===== src/rtl/seq_ctrl.sv =====
// Multi-cycle instruction sequencer (FETCH/DECODE/EXEC/WB/HALT) for a small
// accumulator CPU, with registered strobes and a saturating retired counter.
module seq_ctrl #(
  parameter int ADDR_W = 8
) (
  input  logic              clk,
  input  logic              reset,
  output logic              mem_req,
  output logic [ADDR_W-1:0] mem_addr,
  input  logic              mem_ack,
  input  logic [7:0]        mem_data,
  output logic [7:0]        inst_reg,
  output logic              alu_en,
  input  logic              carry,
  input  logic              zero,
  output logic              w_we,
  output logic              halt,
  output logic [16:0]       retired
);

  typedef enum logic [2:0] {FETCH, DECODE, EXEC, WB, HALT} state_t;

  localparam logic [16:0] RETIRED_MAX = 17'h1FFFF;

  state_t            state;
  logic [ADDR_W-1:0] pc;
  logic              c_flag;
  logic              z_flag;

  function automatic logic [16:0] sat_inc(input logic [16:0] v);
    return (v == RETIRED_MAX) ? v : v + 17'd1;
  endfunction

  function automatic logic [ADDR_W-1:0] pc_inc(input logic [ADDR_W-1:0] v);
    return v + ADDR_W'(1);
  endfunction

  assign mem_addr = pc;

  // Strobes are registered from the next state, so mem_req stays low in the
  // first FETCH cycle after reset and an ack there is not accepted.
  always_ff @(posedge clk or negedge reset) begin
    if (!reset) begin
      state    <= FETCH;
      pc       <= '0;
      inst_reg <= 8'h00;
      c_flag   <= 1'b0;
      z_flag   <= 1'b0;
      retired  <= '0;
      alu_en   <= 1'b0;
      w_we     <= 1'b0;
      halt     <= 1'b0;
      mem_req  <= 1'b0;
    end else begin
      alu_en  <= 1'b0;
      w_we    <= 1'b0;
      mem_req <= 1'b0;
      unique case (state)
        FETCH: begin
          if (mem_req && mem_ack) begin
            inst_reg <= mem_data;
            pc       <= pc_inc(pc);
            state    <= DECODE;
          end else begin
            mem_req <= 1'b1;
          end
        end
        DECODE: begin
          case (inst_reg[7:6])
            2'b00: begin
              state  <= EXEC;
              alu_en <= 1'b1;
            end
            2'b01: begin
              pc      <= ADDR_W'(inst_reg[5:0]);
              state   <= FETCH;
              mem_req <= 1'b1;
              retired <= sat_inc(retired);
            end
            2'b10: begin
              if (inst_reg[5] ? z_flag : c_flag) pc <= pc_inc(pc);
              state   <= FETCH;
              mem_req <= 1'b1;
              retired <= sat_inc(retired);
            end
            default: begin
              state   <= HALT;
              halt    <= 1'b1;
              retired <= sat_inc(retired);
            end
          endcase
        end
        EXEC: begin
          state <= WB;
          w_we  <= 1'b1;
        end
        WB: begin
          c_flag  <= carry;
          z_flag  <= zero;
          state   <= FETCH;
          mem_req <= 1'b1;
          retired <= sat_inc(retired);
        end
        HALT: begin
          state <= HALT;
        end
        default: begin
          state <= FETCH;
        end
      endcase
    end
  end

endmodule


===== config.mk =====
export PLATFORM = sky130hd
export DESIGN_NAME = seq_ctrl
export DESIGN_NICKNAME = d
export VERILOG_FILES = /design/src/rtl/seq_ctrl.sv
export SDC_FILE = /design/constraint.sdc
export NUM_CORES = 1
export LEC_CHECK = 0
export ABC_AREA = 1
export CAP_MARGIN = 30
export CORE_MARGIN = 1
export CORE_UTILIZATION = 50
export DETAILED_ROUTE_END_ITERATION = 8
export HOLD_SLACK_MARGIN = 0.03
export PLACE_DENSITY = 0.86
export SLEW_MARGIN = 25
export SYNTH_ARGS = -nofsm -noshare
export SYNTH_HDL_FRONTEND = slang
export SYNTH_SLANG_ARGS = --single-unit

===== constraint.sdc =====
create_clock -name clk -period 1.9 [get_ports clk]
set_input_delay 0.285 -clock clk [delete_from_list [all_inputs] [get_ports clk]]
set_output_delay 0.285 -clock clk [all_outputs]
set_load 0.02 [all_outputs]

==> reports/results.txt <==
TritonCTS clock tree: done
Placer Congestion: 0.8765
critical-path cell list: ha_2, nand2_1, nor3_2, ha_1, nor2_2, nand2_4, nor2_4, nand3_1, nand2_1, nand2_1
Post-Route M1 WL: 2.084 mm
Worst-Skew Late Latency: 0.30 ns
Setup CP Type: reg2reg
Root Buffer Master: clkbuf_8
die area: 4583 µm²
first-pass GRT wire length: 7.755 mm
Die Span X: 67.70 µm
post-DP HPWL: 3.382 mm
Max Freq: 555.9 MHz
Routed WL: 4.891 mm
largest net degree at the start of global routing: 24
grt total ovfl: 0
launching element type of the critical path: flip-flop
Area Growth Syn to Fin: 34.72%
Synth Area in Compound Gates: 0.04522
simple-gate portion of the synthesized area: 0.2870
leakage: 1.372 nW
ratio of cells with drive above 1 in the final layout: 0.1356
highest routed metal layer: met4
power per standard cell area: 566.7 nW/µm²
hold path cells: 2
CTS buffer count: 5
number of flip-flops in the largest register: 17
Psw: 0.0003329 W
DRC viols: 0
DR WL/cell: 13.33 µm
Nets: 336
CP startpoint: retired[0]$_DFFE_PN0P_
DR WL met2: 2.481 mm
initial antenna violation count: 0
worst reg2reg setup slack: 0.10 ns
reg2reg path depth: 10
Yosys warning total: 0
wire length on met3: 253 µm
Final Hold Viols: 0
Clock Skews: 0.005993 ns
syn_area_per_cell: 8.599 µm²
number of global-route vias before repair: 1,706
Synth top cells by count: 77 x nand2_1, 42 x dfrtp_1, 29 x inv_1, 18 x nand3_1, 16 x nor2_1
TritonCTS Sinks: 42
I/O pins: 50
number of synthesized flops with an enable pin: 0
main combinational cell family by area after synthesis: simple AND/OR/NAND/NOR gates
crit path capture type: flip-flop
run status: completed
Die H: 67.70 µm
Final TNS setup: 0 ns
post-synth top area cell: dfrtp_1
switching share of power: 0.2020
Synth top area share: 0.4870
DRT iter0 DRCs: 115
Via Count: 1,896
Max-slew headroom: 0.6869
Core Area: 4086 µm²
destination of the worst hold path: halt$_DFFE_PN0P_
Buffers & Inverters on Critical Path: 0
Synth Area in Adders: 0.04058
Clock power frac: 0.426
Reg power frac: 0.544
min-delay src: halt$_DFFE_PN0P_
CP Max Fanout: 7
CTS max path bufs: 2
Synth cell types: 23
CP max-delay cell: dfrtp_1
max cap viols: 0
Tcrit/Tclk final: 0.9467
worst vdd ir: 0.0005019 V
Post-Syn Area: 2158 µm²
cell-internal power: 0.001315 W
Yosys reg bits: 42
Final ANT Viol Nets: 0
top_reg_cell synth: dfrtp_1
type of the worst min-delay path: reg2reg
# port buffers: 49
setup ws final: 0.1012 ns
most used cell, CP: nand2_1
register area share after synthesis: 0.4870
WP data required: 2.09 ns
CP max stage delay: 0.43 ns
min Tclk post-route: 1.799 ns
RSZ-0062 raised after global routing: no
most area-consuming cells after synthesis: dfrtp_1 49%, nand2_1 13%, inv_1 5.0%
Final Max Slew Viols: 0
vias per inst: 5.166
final setup violation count: 0
synthesized instance count: 251
Setup WS pre-CTS: 0.1026 ns
worst r2r src: retired[0]$_DFFE_PN0P_
DRT Pass-1 Iters: 4
Clk pin slew, worst setup/hold paths: 0.08 ns
most frequent cell after synthesis: nand2_1
syn_nets: 271
initial core utilization: 0.5282
mux contribution to synthesized area: 0.03130
Total GRT Usage: 0.2310
r2r endpoint: retired[15]$_DFFE_PN0P_
combinational share of power: 0.031
crit-path leading delay family: simple AND/OR/NAND/NOR gates
H-tree depth: 2
actual slew at the worst max-slew pin: 0.4696 ns
Worst Path Arrival: 1.99 ns
ant diodes: 0
share of synthesized registers carrying an async set or reset: 1.000
Synth Area in XOR/XNOR: 0.04464
Rows: 23
## what timing repair did
action / CTS / global route
hold buffers: 1 / 0
gates resized for setup: 0 / 6
buffers inserted: 0 / 7
hold endpoints to repair: 19 / 0
endpoints found under the setup margin: 0 / 5
## kinds of logic (layout without fill, tap and decap cells)
logic type | Yosys count | count (layout)
AOI/OAI and AO/OA | 19 | 19
buffers and inverters | 33 | 99
adders and majority gates | 7 | 7
xor gates and xnor gates | 11 | 11
muxes | 6 | 6
DFF | 42 | 42
and+or+nand+nor | 133 | 133
## placed cells by master (no fill, tap or decap), types with 2 or more instances in the layout
| cell | synthesis | routed |
|---|---|---|
| a21oi_1 | 5 | 5 |
| buf_4 | 0 | 9 |
| clkbuf_8 | 0 | 5 |
| clkdlybuf4s50_1 | 0 | 48 |
| dfrtp_1 | 42 | 41 |
| ha_1 | 7 | 6 |
| inv_1 | 29 | 29 |
| mux2_2 | 6 | 6 |
| nand2_1 | 77 | 76 |
| nand3_1 | 18 | 18 |
| nand3_2 | 2 | 2 |
| nand4_1 | 7 | 7 |
| nor2_1 | 16 | 15 |
| nor2_2 | 3 | 4 |
| nor2_4 | 5 | 5 |
| o21ai_0 | 9 | 9 |
| o21ai_1 | 4 | 4 |
| xnor2_1 | 4 | 4 |
| xor2_1 | 7 | 7 |
## worst register-to-register path, stage by stage, from the launching register on
cell,delay [ns]
dfrtp_1,0.43
ha_2,0.23
nand2_1,0.10
nor3_2,0.06
ha_1,0.21
nor2_2,0.15
nand2_4,0.12
nor2_4,0.18
nand3_1,0.10
nand2_1,0.08
nand2_1,0.04
## power groups by stage
stage	clock, W	combinational, W	sequential [W]
2_1_floorplan	0	0.00000313	0.000914
3_3_place_gp	0	0.0000501	0.000914
3_5_place_dp	0	0.0000510	0.000914
4_1_cts	0.000714	0.0000525	0.000896
5_1_grt	0.000749	0.0000569	0.000896
6_report	0.000701	0.0000505	0.000896
## layout make-up
type / count / area, µm²
Tap cell: 50 / 62.56
Clock inverter: 2 / 37.54
Fill cell: 296 / 1179
Sequential cell: 42 / 1052
Multi-Input combinational cell: 176 / 980.9
Inverter: 31 / 118.9
Timing Repair Buffer: 60 / 583.1
Clock buffer: 6 / 72.57
## routing by layer
metal | global-route usage | vias up
met5 | 0 | -
met4 | 0.07979 | 0
met3 | 0.05068 | 9
met2 | 0.3923 | 61
met1 | 0.2866 | 893
li1 | - | 933
## through the flow
step	power [W]	cell area, µm²	std cells	utilization	hold WS, ns
global placement	0.0009639	2719	351	0.6653	0.2629
floorplan	0.0009171	2158	251	-	-0.01059
CTS	0.001663	2839	360	0.6947	0.4846
global route	0.001702	2908	367	0.7116	0.5092
finish	0.001648	2908	367	0.7116	0.4738
detailed placement	0.0009649	2719	351	0.6653	0.2655
## worst max-delay path by stage
| stage | to | cells past startpoint |
|---|---|---|
| floorplan | retired[11]$_DFFE_PN0P_ | 10 |
| finish | retired[15]$_DFFE_PN0P_ | 10 |
| global placement | retired[15]$_DFFE_PN0P_ | 10 |
| detailed placement | retired[15]$_DFFE_PN0P_ | 10 |
| CTS | retired[15]$_DFFE_PN0P_ | 10 |
| global route | retired[15]$_DFFE_PN0P_ | 10 |
Note: power is estimated with default switching activity, not from simulation.
